$ cat config.mk
export PLATFORM = sky130hd
export DESIGN_NAME = exc_ctl_flat
export DESIGN_NICKNAME = d
export VERILOG_FILES = /design/src/rtl/exc_ctl_pkg.sv /design/src/rtl/exc_ctl_if.sv /design/src/rtl/exc_ctl_irq_sync.sv /design/src/rtl/exc_ctl.sv /design/src/flat_wrapper.sv
export SDC_FILE = /design/constraint.sdc
export NUM_CORES = 1
export LEC_CHECK = 0
export ABC_AREA = 1
export BUFFER_PORTS_ARGS = -buffer_cell sky130_fd_sc_hd__clkbuf_2
export CAP_MARGIN = 25
export CORE_ASPECT_RATIO = 1.75
export CORE_MARGIN = 8
export CORE_UTILIZATION = 42
export DETAILED_ROUTE_END_ITERATION = 10
export PLACE_DENSITY = 0.76
export SYNTH_ARGS = -nofsm -noshare
export SYNTH_HDL_FRONTEND = slang
export SYNTH_SLANG_ARGS = --single-unit
$ cat constraint.sdc
create_clock -name clk -period 1.1 [get_ports clk]
set_input_delay 0.22 -clock clk [delete_from_list [all_inputs] [get_ports clk]]
set_output_delay 0.22 -clock clk [all_outputs]
set_load 0.05 [all_outputs]
$ cat src/rtl/exc_ctl_pkg.sv
// Shared types and constants for the exception/interrupt controller.
package exc_pkg;

    // Controller mode: normal code, one-cycle interrupt entry, handler, locked after double fault.
    typedef enum logic [1:0] {
        USER  = 2'd0,
        TAKE  = 2'd1,
        SUPER = 2'd2,
        HALT  = 2'd3
    } exc_state_e;

    // Decoder Jump field encodings; only jump-register matters here (handler return).
    typedef enum logic [1:0] {
        JMP_NONE = 2'b00,
        JMP_J    = 2'b01,
        JMP_JR   = 2'b10,
        JMP_RSVD = 2'b11
    } jump_e;

    localparam logic [3:0] CAUSE_NONE     = 4'd0;
    localparam logic [3:0] CAUSE_ILLOP    = 4'd1;
    localparam logic [3:0] CAUSE_IRQ_BASE = 4'd2;

    // Index of the lowest set bit (0 when the vector is empty; callers check for that).
    function automatic logic [2:0] lowest_set(input logic [7:0] vec);
        logic [2:0] idx;
        idx = 3'd0;
        for (int i = 7; i >= 0; i--) begin
            if (vec[i]) begin
                idx = 3'(i);
            end else begin
                idx = idx;
            end
        end
        return idx;
    endfunction

endpackage

$ cat src/rtl/exc_ctl_if.sv
// Decoder-facing signal bundle of the exception controller.
// master = decoder/datapath side, slave = exception controller side.
interface exc_ctl_if #(
    parameter int NUM_IRQ = 4
);
    logic               illOp;
    logic [1:0]         jump;
    logic [31:0]        pc;
    logic               irq;
    logic               supervisorBit;
    logic               exc_take;
    logic [31:0]        exc_vector;
    logic               pc_hold;
    logic [31:0]        epc;
    logic [3:0]         cause;
    logic [NUM_IRQ-1:0] pending;

    modport master (
        output illOp, jump, pc,
        input  irq, supervisorBit, exc_take, exc_vector, pc_hold, epc, cause, pending
    );

    modport slave (
        input  illOp, jump, pc,
        output irq, supervisorBit, exc_take, exc_vector, pc_hold, epc, cause, pending
    );
endinterface

$ cat src/rtl/exc_ctl_irq_sync.sv
// Per-line interrupt conditioner: multi-flop synchroniser followed by a
// rising-edge detector producing a one-cycle pulse.
module irq_sync #(
    parameter int SYNC_STAGES = 2
) (
    input  logic clk,
    input  logic reset,
    input  logic async_in,
    output logic rise_pulse
);

    logic [SYNC_STAGES-1:0] sync_q, sync_d;
    logic                   prev_q, prev_d;

    // Next-state of the synchroniser chain and the edge-detect history flop.
    always_comb begin
        sync_d = {sync_q[SYNC_STAGES-2:0], async_in};
        prev_d = sync_q[SYNC_STAGES-1];
    end

    // Synchroniser and history registers, cleared by the synchronous reset.
    always_ff @(posedge clk) begin
        if (reset) begin
            sync_q <= '0;
            prev_q <= 1'b0;
        end else begin
            sync_q <= sync_d;
            prev_q <= prev_d;
        end
    end

    assign rise_pulse = sync_q[SYNC_STAGES-1] & ~prev_q;

endmodule

$ cat src/rtl/exc_ctl.sv
// Exception/interrupt controller sitting in front of the instruction decoder.
// Latches interrupt edges, sequences USER -> TAKE -> SUPER entry, handles
// illegal opcodes and locks up in HALT on a fault inside the handler.
module exc_ctl
    import exc_pkg::*;
#(
    parameter int          NUM_IRQ     = 4,
    parameter logic [31:0] VEC_ADDR    = 32'h0000_0180,
    parameter int          SYNC_STAGES = 2
) (
    input  logic               clk,
    input  logic               reset,
    input  logic [NUM_IRQ-1:0] irq_in,
    exc_ctl_if.slave           dec
);

    logic [NUM_IRQ-1:0] rise_s;
    logic [NUM_IRQ-1:0] clear_s;
    logic [7:0]         pend_ext_s;
    logic [2:0]         low_idx_s;

    exc_state_e         state_q, state_d;
    logic [NUM_IRQ-1:0] pending_q, pending_d;
    logic [31:0]        epc_q, epc_d;
    logic [3:0]         cause_q, cause_d;

    for (genvar g = 0; g < NUM_IRQ; g++) begin : g_sync
        irq_sync #(
            .SYNC_STAGES(SYNC_STAGES)
        ) u_irq_sync (
            .clk       (clk),
            .reset     (reset),
            .async_in  (irq_in[g]),
            .rise_pulse(rise_s[g])
        );
    end

    assign pend_ext_s = 8'(pending_q);
    assign low_idx_s  = lowest_set(pend_ext_s);

    // Next-state, EPC/cause capture and pending bookkeeping.
    always_comb begin
        state_d = state_q;
        epc_d   = epc_q;
        cause_d = cause_q;
        clear_s = '0;
        case (state_q)
            USER: begin
                if (dec.illOp) begin
                    // Illegal op beats any pending interrupt; pending is left intact.
                    epc_d   = dec.pc;
                    cause_d = CAUSE_ILLOP;
                    state_d = SUPER;
                end else if (pending_q != '0) begin
                    state_d = TAKE;
                end else begin
                    state_d = USER;
                end
            end
            TAKE: begin
                if (pending_q != '0) begin
                    epc_d   = dec.pc;
                    cause_d = CAUSE_IRQ_BASE + {1'b0, low_idx_s};
                    clear_s = NUM_IRQ'(1'b1) << low_idx_s;
                    state_d = SUPER;
                end else begin
                    // Nothing to service: fall back to normal execution.
                    state_d = USER;
                end
            end
            SUPER: begin
                if (dec.illOp) begin
                    // Fault inside the handler: keep the original EPC for post-mortem.
                    cause_d = CAUSE_ILLOP;
                    state_d = HALT;
                end else if (dec.jump == JMP_JR) begin
                    state_d = USER;
                end else begin
                    state_d = SUPER;
                end
            end
            HALT: begin
                state_d = HALT;
            end
            default: begin
                state_d = USER;
            end
        endcase
        // A new edge on the same line as the one being serviced must not be lost.
        pending_d = (pending_q & ~clear_s) | rise_s;
    end

    // State, EPC, cause and pending registers.
    always_ff @(posedge clk) begin
        if (reset) begin
            state_q   <= USER;
            pending_q <= '0;
            epc_q     <= 32'h0000_0000;
            cause_q   <= CAUSE_NONE;
        end else begin
            state_q   <= state_d;
            pending_q <= pending_d;
            epc_q     <= epc_d;
            cause_q   <= cause_d;
        end
    end

    // Decoder controls decoded from the registered state; exc_take also follows illOp in USER.
    always_comb begin
        dec.irq           = 1'b0;
        dec.supervisorBit = 1'b0;
        dec.exc_take      = 1'b0;
        dec.pc_hold       = 1'b0;
        case (state_q)
            USER: begin
                dec.exc_take = dec.illOp;
            end
            TAKE: begin
                dec.irq      = 1'b1;
                dec.exc_take = 1'b1;
            end
            SUPER: begin
                dec.supervisorBit = 1'b1;
            end
            HALT: begin
                dec.supervisorBit = 1'b1;
                dec.pc_hold       = 1'b1;
            end
            default: begin
                dec.irq           = 1'b0;
                dec.supervisorBit = 1'b0;
                dec.exc_take      = 1'b0;
                dec.pc_hold       = 1'b0;
            end
        endcase
    end

    assign dec.exc_vector = VEC_ADDR;
    assign dec.epc        = epc_q;
    assign dec.cause      = cause_q;
    assign dec.pending    = pending_q;

endmodule
$ cat src/flat_wrapper.sv
// flat-port wrapper written by rule: the top's interface ports become plain ports
module exc_ctl_flat import exc_pkg::*;
#(
    parameter int          NUM_IRQ     = 4,
    parameter logic [31:0] VEC_ADDR    = 32'h0000_0180,
    parameter int          SYNC_STAGES = 2
)
  (clk, reset, irq_in, dec_illOp, dec_jump, dec_pc, dec_irq, dec_supervisorBit, dec_exc_take, dec_exc_vector, dec_pc_hold, dec_epc, dec_cause, dec_pending);
  exc_ctl_if #(.NUM_IRQ(NUM_IRQ)) dec_i ();
  input  logic clk;
  input  logic reset;
  input  logic [NUM_IRQ-1:0] irq_in;
  input wire logic [$bits(dec_i.illOp)-1:0] dec_illOp;
  input wire logic [$bits(dec_i.jump)-1:0] dec_jump;
  input wire logic [$bits(dec_i.pc)-1:0] dec_pc;
  output wire logic [$bits(dec_i.irq)-1:0] dec_irq;
  output wire logic [$bits(dec_i.supervisorBit)-1:0] dec_supervisorBit;
  output wire logic [$bits(dec_i.exc_take)-1:0] dec_exc_take;
  output wire logic [$bits(dec_i.exc_vector)-1:0] dec_exc_vector;
  output wire logic [$bits(dec_i.pc_hold)-1:0] dec_pc_hold;
  output wire logic [$bits(dec_i.epc)-1:0] dec_epc;
  output wire logic [$bits(dec_i.cause)-1:0] dec_cause;
  output wire logic [$bits(dec_i.pending)-1:0] dec_pending;
  assign dec_i.illOp = dec_illOp;
  assign dec_i.jump = dec_jump;
  assign dec_i.pc = dec_pc;
  assign dec_irq = dec_i.irq;
  assign dec_supervisorBit = dec_i.supervisorBit;
  assign dec_exc_take = dec_i.exc_take;
  assign dec_exc_vector = dec_i.exc_vector;
  assign dec_pc_hold = dec_i.pc_hold;
  assign dec_epc = dec_i.epc;
  assign dec_cause = dec_i.cause;
  assign dec_pending = dec_i.pending;
  exc_ctl #(.NUM_IRQ(NUM_IRQ), .VEC_ADDR(VEC_ADDR), .SYNC_STAGES(SYNC_STAGES)) u_core (.clk(clk), .reset(reset), .irq_in(irq_in), .dec(dec_i));
endmodule
# Word-level counts from Yosys, hierarchy flattened
# Index checks and enable logic that the tools add are counted.
# totals
register_bits,54
output_inout_bits,76
# op_classes
muxes,22
bitwise_logic,11
n_eq_ne,7
n_reduce_logical,8
shift,1
addsub,1
# op_table
op,n
$mux W32,2
$pmux W32 S2,1
$mux W2,8
$mux W4,4
$pmux W2 S4,1
$pmux W4 S2,1
$eq A2 B2 Y1 const B,3
$reduce_and A3 Y1,2
$and A1 B1 Y1,4
$and A4 B4 Y4,1
$mux W1,4
$ne A2 B1 Y1 const B,2
$not A1 Y1,4
$not A4 Y4,1
$or A4 B4 Y4,1
$reduce_bool A2 Y1,2
$reduce_bool A4 Y1,1
$reduce_or A2 Y1,2
$shl A1 B2 Y4 const A,1
$add A2 B2 Y3 const A,1
$eq A2 B1 Y1 const B,1
$logic_not A2 Y1,1
$ne A2 B2 Y1 const B,1
$pmux W1 S2,1

# Longest topological paths before layout
# logic_depth
depth_word,10
depth_mapped,7
depth_no_buf,7

# Modules after synthesis
# A second synthesis with hierarchy kept.
# hier_totals
cells_unflattened,323
hier_area_um2,2451.1
# modules_own_cells
module,cells_per_inst,n_inst,area_each_um2
exc_ctl,283,1,2105.8
irq_sync,10,4,86.3

# Worst setup path after synthesis
# Ideal clock, no wire load.
# synth_path
path_kind,register -> register
start,"register u_core.pending_q[0], in the netlist u_core.dec.pending[0]"
end,"register u_core.cause_q[2], in the netlist u_core.dec.cause[2]"
required_time_ns,0.985
slack_ns,-0.366
stages_incl_launch_ff,7
n_path_buf,1
setup_time_ns,0.115
synth_period_minus_slack_ns,1.466
arrival_ns,1.351
cell_sequence,dfxtp_1 nor2_1 nand2_1 nand2_4 buf_6 a21oi_1 nor2_1
# synth_via
elab_chain_len,4
word_cells_on_any_way,7
classes_between,1 x add/sub; 1 x eq/ne; 3 x mux; 2 x reduce/logical
# synth_lines
element,line,source
start: declaration,exc_ctl.sv:23,"logic [NUM_IRQ-1:0] pending_q, pending_d;"
start signal: assignment,exc_ctl.sv:102,pending_q <= pending_d;
$mux W2,exc_ctl_pkg.sv:29,if (vec[i]) begin
$add A2 B2 Y3,exc_ctl.sv:63,"cause_d = CAUSE_IRQ_BASE + {1'b0, low_idx_s};"
$mux W4,exc_ctl.sv:61,if (pending_q != '0) begin
$pmux W4 S2,exc_ctl.sv:47,case (state_q)
end signal: assignment,exc_ctl.sv:104,cause_q <= cause_d;
end: declaration,exc_ctl.sv:25,"logic [3:0] cause_q, cause_d;"
# Several ways; a longest one is shown, not always the timed one. The select of a mux whose other input is x is not followed.
# A chain may end at the register's enable or synchronous reset.

# Worst setup path in the final report
# layout_path
start,register u_core.state_q[1]
end,output port dec_irq
# layout_via
elab_chain_len,2
# layout_lines
element,line,source
start: declaration,exc_ctl.sv:22,"exc_state_e state_q, state_d;"
start signal: assignment,exc_ctl.sv:101,state_q <= state_d;
$eq A2 B1 Y1,exc_ctl.sv:114,case (state_q)
$mux W1,exc_ctl.sv:114,
end: declaration,flat_wrapper.sv:16,output wire logic [$bits(dec_i.irq)-1:0] dec_irq;
# No other way between the ends.

==> results.py <==
metrics = {
    "outcome": {
        "status": "finished, violations left",
        "violations": "setup timing",
    },
    "logic_synthesis": {
        "synth.distinct_cells": 22,
        "ys_seq_area_frac": 0.423,
        "netlist_area_um2": 2510,
        "syn_inst": 347,
        "ys_seq_elements": 53,
        "yosys_warnings": 0,
        "syn_area_per_cell_um2": 7.23,
    },
    "global_route": {
        "grt.total_usage": 0.165,
        "first_global_vias": 2414,
        "antenna_found_initial": 0,
        "grt_max_degree": 24,
        "grt_pass1_wl_um": 11200,
        "gr-total-overflow": 0,
    },
    "timing": {
        "fin_crit_sh": 1.26,
        "fin_ws_ns": -0.289,
        "hold_viol": 0,
        "skew_ns": 0.00624,
        "rsz0062_at_grt": "true",
        "finalSetupViolCount": 47,
        "period_minus_slack_ns": 1.39,
        "max_clock_freq_mhz": 720,
        "drv_slew": 0,
    },
    "critical_path": {
        "cp_num_buf_inv": 3,
        "arrival_ns": 1.17,
        "crit_family": "buffers and inverters",
        "cp_cell_sequence": "buf_6, nor2_4, buf_6, buf_12",
        "cp-end-kind": "output pin",
        "required_ns": 0.88,
        "critPathLaunchType": "flip-flop",
        "worst_path_largest_cell_delay_ns": 0.37,
        "crit_type": "flip-flop to output pin",
        "critPathMaxFanout": 3,
        "slowest_stage": "dfxtp_4",
        "crit_top_cell": "buf_6",
    },
    "drt": {
        "drtIter0Drc": 102,
        "routedWlPerCell_um": 14.2,
        "route.vias.total": 2392,
        "wl_um": 7580,
        "post-route-drc-count": 0,
        "ant_nets": 0,
        "vias_per_cell": 4.47,
        "drt-pass1-iter-count": 4,
    },
    "cts": {
        "cts_buffer_depth": 2,
        "hold_buffers": 0,
        "htree_levels": 2,
        "path_clk_slew_ns": 0.09,
        "clkLatencyLatePin_ns": 0.31,
        "tritoncts": "built",
        "cts_buffers": 5,
        "root_buffer": "clkbuf_8",
        "clock_sinks": 53,
    },
    "die": {
        "rows": 37,
        "core_um2": 5830,
        "die_h_um": 118,
        "die_area_um2": 8800,
        "start_util": 0.430,
        "io_pins": 117,
        "fp.dieW_um": 74.4,
    },
    "worst_hold_path": {
        "hold_class": "primary input to flip-flop",
    },
    "job": {
        "maxCapViolations": 0,
    },
    "finish": {
        "layout.nets": 497,
        "drive_gt1_frac": 0.414,
        "area_delta_synth_final_pct": 56.0,
        "fillerInstances": 448,
        "fin_cells": 535,
        "n_antenna_cell": 0,
    },
    "power": {
        "powerDensity_nw_per_um2": 1830,
        "peakVddDrop_v": 0.00104,
        "finalPower_mw": 7.17,
        "leakagePower_nw": 2.01,
    },
    "placed_design": {
        "gp_congestion": 0.760,
        "place_inst": 511,
        "numPortBuffers": 83,
        "hpwl_um": 4840,
    },
}
==> Yosys cell counts, drive strengths merged <==
| master | number | area, µm² |
|---|---|---|
| or2 | 1 | 6.26 |
| inv | 55 | 206 |
| clkinv | 1 | 3.75 |
| o22ai | 1 | 6.26 |
| dfxtp | 53 | 1060 |
| o21ai | 5 | 25.0 |
| buf | 47 | 375 |
| nor3 | 1 | 5.00 |
| conb | 2 | 7.51 |
| nand3 | 37 | 233 |
| a21oi | 6 | 30.0 |
| nand2 | 50 | 210 |
| clkbuf | 1 | 3.75 |
| nor2 | 87 | 334 |
==> state kept, by name, summed over array words and instances, names as in the netlist <==
signal / count
u_core.dec.epc: 32
u_core.g_sync.u_irq_sync.prev_q: 4
u_core.dec.cause: 3
u_core.g_sync.u_irq_sync.sync_q: 8
u_core.state_q: 2
u_core.dec.pending: 4
==> metrics by stage <==
stage          worst slack (ns)  hold slack [ns]  instance area [µm²]  utilization  setup TNS [ns]
6_report                 -0.289           0.0938                 3910        0.671           -5.92
3_5_place_dp             -0.138            0.398                 3020        0.517           -3.04
4_1_cts                  -0.287           0.0836                 3730        0.640           -5.46
3_3_place_gp             -0.123            0.390                 3020        0.517           -2.29
5_1_grt                  -0.337           0.0769                 3910        0.671           -8.75
2_1_floorplan            -0.205            0.327                 2680            -           -5.66
==> area by class of cell <==
| class | count | area, µm² | area share |
|---|---|---|---|
| repair buffers | 117 | 1240 | 0.316 |
| multi-input cells | 223 | 1130 | 0.289 |
| flip-flops and latches | 53 | 1110 | 0.285 |
| inverters | 56 | 220 | 0.0563 |
| clock buffers | 8 | 111 | 0.0285 |
| well taps | 78 | 97.6 | 0.0250 |
==> cells in the final DEF, fill, tap and decap left out, drive strengths merged <==
cell    instances
nor3            1
nand3          37
clkinv          2
nor2           87
o21ai           5
buf            51
a21oi           6
dfxtp          53
conb           33
nand2          52
inv            54
or2             1
clkbuf         74
o22ai           1
==> kinds of logic (layout without fill, tap and decap cells) <==
kind of cell | after synthesis | count (layout) | share of synthesized area
AND/OR/NAND/NOR | 176 | 178 | 0.314
buffers and inverters | 104 | 181 | 0.235
flip-flops | 53 | 53 | 0.423
AO/OA/AOI/OAI | 12 | 12 | 0.0245
other | 2 | 33 | 0.00300
==> power by group <==
group,switching (mW),total [mW],internal (mW)
clock,0.622,1.27,0.651
sequential,0.210,2.42,2.21
combinational,2.15,3.48,1.33
total,2.98,7.17,4.19
==> worst paths after layout <==
kind / end / startpoint / depth (start not counted) / slack (ns)
max: dec_irq / u_core.state_q[1] / 4 / -0.29
min: u_core.g_sync[1].u_irq_sync.sync_q[0] / irq_in[1] / 3 / 0.09
max reg2reg: u_core.dec.epc[6] / u_core.state_q[0] / 8 / -0.17
min reg2reg: u_core.g_sync[3].u_irq_sync.sync_q[1] / u_core.g_sync[3].u_irq_sync.sync_q[0] / 2 / 0.41
==> repair_timing <==
item / 4_1_cts / 5_1_grt
setup endpoints to repair: 80 / 73
pin swaps: 3 / 6
gates resized for setup: 117 / 52
gates cloned: 2 / 2
buffers inserted: 9 / 3
==> layer usage <==
metal / vias to the layer above / GRT usage / share of wire
li1: 1180 / - / -
met1: 1098 / 0.152 / 0.33
met2: 92 / 0.309 / 0.56
met3: 22 / 0.0423 / 0.070
met4: 0 / 0.0815 / 0.042
met5: - / 0 / 0
==> worst reg2reg max path, delay by kind of cell, from the launching register on <==
family | cells | cell delay (ns)
buffers and inverters | 4 | 0.50
and+or+nand+nor | 4 | 0.33
DFF | 1 | 0.38
Note: power is estimated with default switching activity, not from simulation.
